<file path="config.mk">
export PLATFORM = sky130hd
export DESIGN_NAME = g2e_gearbox
export DESIGN_NICKNAME = d
export VERILOG_FILES = /design/src/rtl/g2e_pkg.sv /design/src/rtl/g2e_gearbox.sv
export SDC_FILE = /design/constraint.sdc
export NUM_CORES = 1
export LEC_CHECK = 0
export CAP_MARGIN = 15
export CELL_PAD_IN_SITES_DETAIL_PLACEMENT = 1
export CELL_PAD_IN_SITES_GLOBAL_PLACEMENT = 1
export CORE_AREA = 4 4 75 77
export CTS_CLUSTER_SIZE = 24
export DETAILED_ROUTE_END_ITERATION = 16
export DIE_AREA = 0 0 79 81
export PLACE_DENSITY_LB_ADDON = 0.15
export SLEW_MARGIN = 20
export SYNTH_ARGS = -nofsm -noshare
export SYNTH_HDL_FRONTEND = slang
export SYNTH_SLANG_ARGS = --single-unit
</file>
<file path="constraint.sdc">
create_clock -name clk -period 5.9 [get_ports clk]
set_clock_uncertainty 0.15 [all_clocks]
set_input_delay 1.18 -clock clk [delete_from_list [all_inputs] [get_ports clk]]
set_output_delay 1.18 -clock clk [all_outputs]
set_load 0.03 [all_outputs]
</file>
<file path="src/rtl/g2e_pkg.sv">
// Shared sizing helpers for the g2e width gearbox.
package g2e_pkg;

  function automatic int g2e_min_buffer_size(input int wr, input int rd);
    return wr + rd - 1;
  endfunction

  function automatic int g2e_level_width(input int size);
    return $clog2(size + 1);
  endfunction

  localparam int G2E_LEVEL_WIDTH = g2e_level_width(24);

endpackage

</file>
<file path="src/rtl/g2e_gearbox.sv">
// Packs WR_DATA_WIDTH-bit input words into RD_DATA_WIDTH-bit output words, LSB first,
// with valid/ready on both sides and a flush that zero-pads the final partial word.
module g2e_gearbox
  import g2e_pkg::*;
#(
  parameter int WR_DATA_WIDTH   = 8,
  parameter int RD_DATA_WIDTH   = 11,
  parameter int BUF_BUFFER_SIZE = 24
) (
  input  logic                                 clk,
  input  logic                                 rst,
  input  logic                                 wr_valid,
  output logic                                 wr_ready,
  input  logic [WR_DATA_WIDTH-1:0]             wr_data,
  output logic                                 rd_valid,
  input  logic                                 rd_ready,
  output logic [RD_DATA_WIDTH-1:0]             rd_data,
  input  logic                                 flush,
  output logic [$clog2(BUF_BUFFER_SIZE+1)-1:0] level
);

  localparam int LW = g2e_level_width(BUF_BUFFER_SIZE);

  if (BUF_BUFFER_SIZE < g2e_min_buffer_size(WR_DATA_WIDTH, RD_DATA_WIDTH)) begin : g_size_check
    $error("g2e_gearbox: BUF_BUFFER_SIZE too small for WR_DATA_WIDTH + RD_DATA_WIDTH - 1");
  end

  logic [BUF_BUFFER_SIZE-1:0] buffer_q, buffer_d;
  logic [LW-1:0]              level_q, level_d;
  logic                       flush_pending_q, flush_pending_d;
  logic                       wr_fire, rd_fire;
  logic [LW-1:0]              consumed;

  // Handshakes and masked output come from registered state only.
  always_comb begin
    wr_ready = !flush_pending_q && (level_q <= LW'(BUF_BUFFER_SIZE - WR_DATA_WIDTH));
    rd_valid = (level_q >= LW'(RD_DATA_WIDTH)) || (flush_pending_q && level_q != '0);
    for (int i = 0; i < RD_DATA_WIDTH; i++) begin
      rd_data[i] = buffer_q[i] & (int'(level_q) > i);
    end
    level = level_q;
  end

  always_comb begin
    // NOTE: every variable gets a default first so no path leaves it unassigned (no latch).
    wr_fire         = wr_valid & wr_ready;
    rd_fire         = rd_valid & rd_ready;
    consumed        = (level_q < LW'(RD_DATA_WIDTH)) ? level_q : LW'(RD_DATA_WIDTH);
    buffer_d        = buffer_q;
    level_d         = level_q;
    flush_pending_d = flush_pending_q;

    if (rd_fire) begin
      buffer_d = buffer_q >> RD_DATA_WIDTH;
      level_d  = level_q - consumed;
    end
    // After a read, level_d is already level - c, which is where the new word lands.
    if (wr_fire) begin
      buffer_d = buffer_d | (BUF_BUFFER_SIZE'(wr_data) << level_d);
      level_d  = level_d + LW'(WR_DATA_WIDTH);
    end

    if (level_d == '0) begin
      flush_pending_d = 1'b0;
    end else if (flush && !flush_pending_q && level_q != '0) begin
      flush_pending_d = 1'b1;
    end
  end

  // NOTE: state updates use non-blocking assignments so all registers see pre-edge values.
  always_ff @(posedge clk) begin
    if (rst) begin
      // NOTE: buffer is reset too, because the masked rd_data and the OR-in write rely on zeroed upper bits.
      buffer_q        <= '0;
      level_q         <= '0;
      flush_pending_q <= 1'b0;
    end else begin
      buffer_q        <= buffer_d;
      level_q         <= level_d;
      flush_pending_q <= flush_pending_d;
    end
  end

endmodule

</file>
==> flow_metrics.env, run 1 <==
export IMPL_cts_root_buf="clkbuf_8"
export IMPL_vias=2015
export IMPL_worst_setup_path_type="input port to flop"
export IMPL_status="complete, no violations"
export IMPL_routedWlPerCell_microns=19.0
export IMPL_nets=282
export IMPL_coreArea_sq_mm=0.00501
export IMPL_setup_viol=0
export IMPL_endpoint_kind="flop"
export IMPL_area_growth_pct=17.9
export IMPL_async_flop_share=0
export IMPL_drv_cap=0
export IMPL_cp_start_kind="input port"
export IMPL_gp_congestion=0.899
export IMPL_hp_start="buffer_q[23]"
export IMPL_reg2reg_depth=10
export IMPL_synth_seq_cells=30
export IMPL_numPlacedInstances=331
export IMPL_clock_sinks=30
export IMPL_die_h_microns=81
export IMPL_grtUsageTotal=0.214
export IMPL_antenna_left=0
export IMPL_synth_edf_count=0
export IMPL_drc=0
export IMPL_hold_path_class="flop to flop"
export IMPL_yosys_warnings=0
export IMPL_syn_cell_area_sq_mm=0.00206
export IMPL_startpoint="rd_ready"
export IMPL_power_leakage_nw=0.831
export IMPL_drt_iter0_markers=112
export IMPL_avgSynthCellArea_sq_um=8.31
export IMPL_worst_pin_slew_ns=0.941
export IMPL_rows=26
export IMPL_ys_types=56
export IMPL_mostFrequentLayoutCells="30 x nand2_1, 30 x dfxtp_1, 30 x clkdlybuf4s50_1"
export IMPL_cts_resized=0
export IMPL_rrSetupSlack_ns=2.33
export IMPL_crit_arrival_ns=3.77
export IMPL_cts_hold_fix_buffers=0
export IMPL_clockBufferDepth=2
export IMPL_grt_pass1_wl_mm=10.6
export IMPL_die_w_microns=79
export IMPL_r2r_start="level[3]"
export IMPL_clk_latency_ns=0.29
export IMPL_required_ns=5.91
export IMPL_post_cts_buffers=0
export IMPL_synthCells=248
export IMPL_dieArea_sq_mm=0.00640
export IMPL_rsz0062_at_grt="no"
export IMPL_grt_max_degree=28
export IMPL_min_to="buffer_q[23]"
export IMPL_drive_gt1_frac=0.116
export IMPL_p_per_area_mw_per_mm2=328
export IMPL_path_clk_slew_ns=0.06
export IMPL_path_max_fanout=16
export IMPL_min_path_cells=2
export IMPL_cts_tree="yes"
export IMPL_dp_hpwl_mm=4.82
export IMPL_port_buffers=30
export IMPL_reg2reg_to="buffer_q[9]"
export IMPL_syn_num_nets=262
export IMPL_max_slew_margin=0.373
export IMPL_instances_no_fill=338
export IMPL_grt_overflow_total=0
export IMPL_viasPerCell=5.96
export IMPL_dpl_instance_area_sq_mm=0.00232
export IMPL_irDropWorstVdd_mv=0.175
export IMPL_final_hold_viol_count=0
export IMPL_diodes=0
export IMPL_tns_ns=0
export IMPL_cts_buffers=5
export IMPL_first_pass_iters=4
export IMPL_stdcell_area_sq_mm=0.00243
export IMPL_io_pins=31
export IMPL_grt_pass1_vias=1967
export IMPL_finalCritPeriodShare=0.637
export IMPL_routed_wirelength_mm=6.43
export IMPL_synth_yosys_seq_area_share=0.291
export IMPL_initial_core_util=0.411
export IMPL_slew_violations=0
export IMPL_htreeDepth=2
export IMPL_synth_flop_cell="dfxtp_1"
export IMPL_fin_crit_ns=3.76
export IMPL_antenna_found_initial=0
export IMPL_clock_fmax_ghz=0.266
[cell type report]
type,instances,area [sq um]
clock buffer,6,82.6
clock inverter,1,30.0
fill,634,2580
inverter,4,15.0
multi-input combinational,196,1310
sequential,30,601
tap,70,87.6
timing repair buffer,31,308
[logic make-up (layout without fill, tap and decap cells)]
family	Yosys count	after routing	share of synthesized area
AO/OA/AOI/OAI	77	77	0.282
adder cells (fa/ha/maj)	1	1	0.00607
buffers and inverters	22	42	0.0747
flip-flops	30	30	0.291
multiplexers	23	23	0.117
AND/OR/NAND/NOR	95	95	0.229
[sequential cells by signal (all words and copies together), names as in the netlist]
register / flops
level: 5
buffer_q: 24
flush_pending_q: 1
[per-stage QoR]
step | util | total power (W) | worst slack, ns | hold WS (ns)
2_1_floorplan | - | 0.000503 | 2.69 | 0.276
3_3_place_gp | 0.463 | 0.000584 | 1.88 | 0.294
3_5_place_dp | 0.463 | 0.000586 | 1.87 | 0.303
4_1_cts | 0.485 | 0.000801 | 2.14 | 0.312
5_1_grt | 0.485 | 0.000842 | 1.89 | 0.361
6_report | 0.485 | 0.000797 | 2.14 | 0.308
[report_power, final]
group          leakage (nW)  total (W)  internal (W)  switching (W)
logic                 0.529   0.000315      0.000126       0.000189
registers             0.244   0.000269      0.000231      0.0000375
clock network        0.0573   0.000213      0.000135      0.0000779
[worst max path at each step]
stage	endpoint	slack (ns)	cells past startpoint
after CTS	buffer_q[5]	2.14	7
after detailed placement	buffer_q[5]	1.87	7
final	buffer_q[5]	2.14	7
after floorplan	rd_data[4]	2.69	4
after global routing	buffer_q[5]	1.89	7
after global placement	buffer_q[5]	1.88	7
[layer usage]
layer  share of wire  vias up  wire length [microns]  GRT usage
li1                -      969                      -          -
met1            0.45      970                   2890      0.287
met2            0.47       62                   2990      0.338
met3           0.060       14                    385     0.0455
met4           0.025        0                    159     0.0756
met5               0        -                      0          0
[critical path, stage by stage]
cell	delay [ns]
clkdlybuf4s50_1	0.60
o31ai_1	0.20
nor2_4	0.44
mux2i_1	0.75
nand2_1	0.16
a31oi_1	0.30
o32ai_1	0.13
[cells in the mapped netlist, types with 4 or more instances]
library cell | count | share of area
a21oi_1 | 10 | 0.024
a31oi_1 | 7 | 0.021
a32oi_1 | 4 | 0.017
and2_1 | 4 | 0.012
buf_6 | 5 | 0.027
clkbuf_1 | 9 | 0.016
dfxtp_1 | 30 | 0.29
inv_1 | 4 | 0.0073
mux2i_1 | 20 | 0.097
nand2_1 | 30 | 0.055
nand3_1 | 9 | 0.022
nor2_1 | 22 | 0.040
nor2b_1 | 5 | 0.015
nor3_1 | 9 | 0.022
o21ai_0 | 10 | 0.024
o22ai_1 | 6 | 0.018
o32ai_1 | 4 | 0.017
No activity file was read; power rests on OpenSTA's default activity.
==> run 2: changes to the inputs <==
--- a/config.mk
+++ b/config.mk
@@ -8,10 +8,10 @@
 export CAP_MARGIN = 15
 export CELL_PAD_IN_SITES_DETAIL_PLACEMENT = 1
 export CELL_PAD_IN_SITES_GLOBAL_PLACEMENT = 1
-export CORE_AREA = 4 4 75 77
+export CORE_AREA = 4 4 77 79
 export CTS_CLUSTER_SIZE = 24
 export DETAILED_ROUTE_END_ITERATION = 16
-export DIE_AREA = 0 0 79 81
+export DIE_AREA = 0 0 81 83
 export PLACE_DENSITY_LB_ADDON = 0.15
 export SLEW_MARGIN = 20
 export SYNTH_ARGS = -nofsm -noshare
==> constraint.sdc (replaced) <==
create_clock -name clk -period 3.5 [get_ports clk]
set_clock_uncertainty 0.15 [all_clocks]
set_input_delay 0.7 -clock clk [delete_from_list [all_inputs] [get_ports clk]]
set_output_delay 0.7 -clock clk [all_outputs]
set_load 0.03 [all_outputs]
==> run 2 against run 1 <==
Net effect:
- via count up 0.50%
- non-clock buffer count up 11
- setup slack worse by 1.7 ns
- routed wire length up 4.9%
- critical path type is now flop to output pin
- combinational power up 82%
- sequential cell count unchanged
- total power up 68%
==> flow_metrics.env, run 2 (synthesis gave the netlist of run 1 again) <==
export IMPL_numPlacedInstances=344
export IMPL_post_cts_buffers=0
export IMPL_min_path_cells=2
export IMPL_drv_cap=0
export IMPL_path_max_fanout=12
export IMPL_irDropWorstVdd_mv=0.304
export IMPL_endpoint_kind="output pin"
export IMPL_grtUsageTotal=0.214
export IMPL_clockBufferDepth=2
export IMPL_grt_pass1_vias=2071
export IMPL_critPathSlowestCell="clkdlybuf4s50_1"
export IMPL_cts_hold_fix_buffers=0
export IMPL_io_pins=31
export IMPL_cts_buffers=5
export IMPL_multi_input_area_sq_mm=0.00131
export IMPL_cp_slowest_stage_delay_ns=0.69
export IMPL_coreArea_sq_mm=0.00534
export IMPL_clock_fmax_ghz=0.328
export IMPL_crit_arrival_ns=2.20
export IMPL_path_cells="or4_4 > a21oi_4 > clkdlybuf4s50_1"
export IMPL_reg2reg_depth=9
export IMPL_routedWlPerCell_microns=19.2
export IMPL_antenna_found_initial=0
export IMPL_worst_pin_slew_ns=0.668
export IMPL_nets=293
export IMPL_rrSetupSlack_ns=0.59
export IMPL_reg2reg_to="buffer_q[21]"
export IMPL_cp_start_kind="flop"
export IMPL_grt_met1_usage=0.292
export IMPL_largest_register_ffs=24
export IMPL_grt_pass1_wl_mm=11.2
export IMPL_setup_viol=0
export IMPL_slew_violations=0
export IMPL_port_buffers=30
export IMPL_drive_gt1_frac=0.154
export IMPL_first_pass_iters=4
export IMPL_final_seq_area_sq_um=601
export IMPL_area_growth_pct=21.9
export IMPL_vias=2025
export IMPL_fill_cells=668
export IMPL_die_h_microns=83
export IMPL_antenna_left=0
export IMPL_max_slew_margin=0.554
export IMPL_viasPerCell=5.75
export IMPL_rows=27
export IMPL_required_ns=2.65
export IMPL_grt_overflow_total=0
export IMPL_gp_congestion=0.857
export IMPL_cts_tree="yes"
export IMPL_dieArea_sq_mm=0.00672
export IMPL_grt_max_degree=27
export IMPL_clock_sinks=30
export IMPL_cts_resized=0
export IMPL_initial_core_util=0.386
export IMPL_finalCritPeriodShare=0.872
export IMPL_worst_setup_path_type="flop to output pin"
export IMPL_instances_no_fill=352
export IMPL_diodes=0
export IMPL_hp_start="buffer_q[23]"
export IMPL_drc=0
export IMPL_routed_wirelength_mm=6.75
export IMPL_min_to="buffer_q[23]"
export IMPL_final_hold_viol_count=0
export IMPL_mostFrequentLayoutCells="30 x nand2_1, 30 x dfxtp_1, 30 x clkdlybuf4s50_1"
export IMPL_tns_ns=0
export IMPL_power_leakage_nw=0.885
export IMPL_regMostFlops="buffer_q"
export IMPL_met3_usage=0.0445
export IMPL_die_w_microns=81
export IMPL_r2r_start="level[1]"
export IMPL_hold_path_class="flop to flop"
export IMPL_path_clk_slew_ns=0.06
export IMPL_fin_crit_ns=3.05
export IMPL_htreeDepth=2
export IMPL_grtUsageMet2=0.345
export IMPL_grt_busiest_layer="met2"
export IMPL_cts_root_buf="clkbuf_8"
export IMPL_status="complete, no violations"
export IMPL_drt_iter0_markers=138
export IMPL_p_per_area_mw_per_mm2=532
export IMPL_clk_latency_ns=0.28
export IMPL_rsz0062_at_grt="no"
export IMPL_dp_hpwl_mm=5.09
-- run 2: cell count changes in the layout (fill, tap and decap cells not counted), sizes merged --
cell / previous run / this run
clkbuf: 6 / 8
bufinv: 1 / 0
buf: 1 / 12
-- run 2: worst max-delay path by stage --
stage,end,slack (ns),cells past startpoint,from
after CTS,wr_ready,0.43,3,level[0]
final,wr_ready,0.45,3,level[0]
after global routing,buffer_q[7],0.28,7,rd_ready
after global placement,buffer_q[22],0.26,7,rd_ready
after floorplan,buffer_q[21],0.54,11,level[3]
after detailed placement,buffer_q[7],0.22,7,rd_ready
-- run 2: metrics by stage --
step / setup WS, ns / util / hold WS (ns) / area [sq um] / power [W]
2_1_floorplan: 0.540 / - / 0.276 / 2060 / 0.000848
3_3_place_gp: 0.262 / 0.450 / 0.295 / 2400 / 0.00101
3_5_place_dp: 0.219 / 0.450 / 0.298 / 2400 / 0.00101
4_1_cts: 0.427 / 0.471 / 0.306 / 2510 / 0.00135
5_1_grt: 0.285 / 0.471 / 0.342 / 2510 / 0.00143
6_report: 0.447 / 0.471 / 0.301 / 2510 / 0.00134
-- run 2: cell type report --
class | instances | area share
multi-input cells | 196 | 0.520
inverters | 4 | 0.00598
well taps | 72 | 0.0359
flip-flops and latches | 30 | 0.239
clock buffers | 8 | 0.0438
repair buffers | 42 | 0.155
-- run 2: report_power, final --
part	leakage (nW)	total, W	internal, W	switching (W)
combinational	0.583	0.000574	0.000232	0.000341
sequential	0.244	0.000433	0.000390	0.0000438
clock	0.0575	0.000329	0.000198	0.000130
total	0.885	0.00134	0.000820	0.000516
-- run 2: metal layers --
layer / vias to the layer above / routed length (microns)
met4: 0 / 68
met5: - / 0
met3: 7 / 209
met2: 36 / 3310
li1: 988 / -
met1: 994 / 3160
-- run 2: worst max-delay path: cells and delay by family (launching register included) --
family / cells / cell delay (ns)
buffers and inverters: 1 / 0.69
AOI/OAI and AO/OA: 1 / 0.19
and+or+nand+nor: 1 / 0.60
DFF: 1 / 0.44
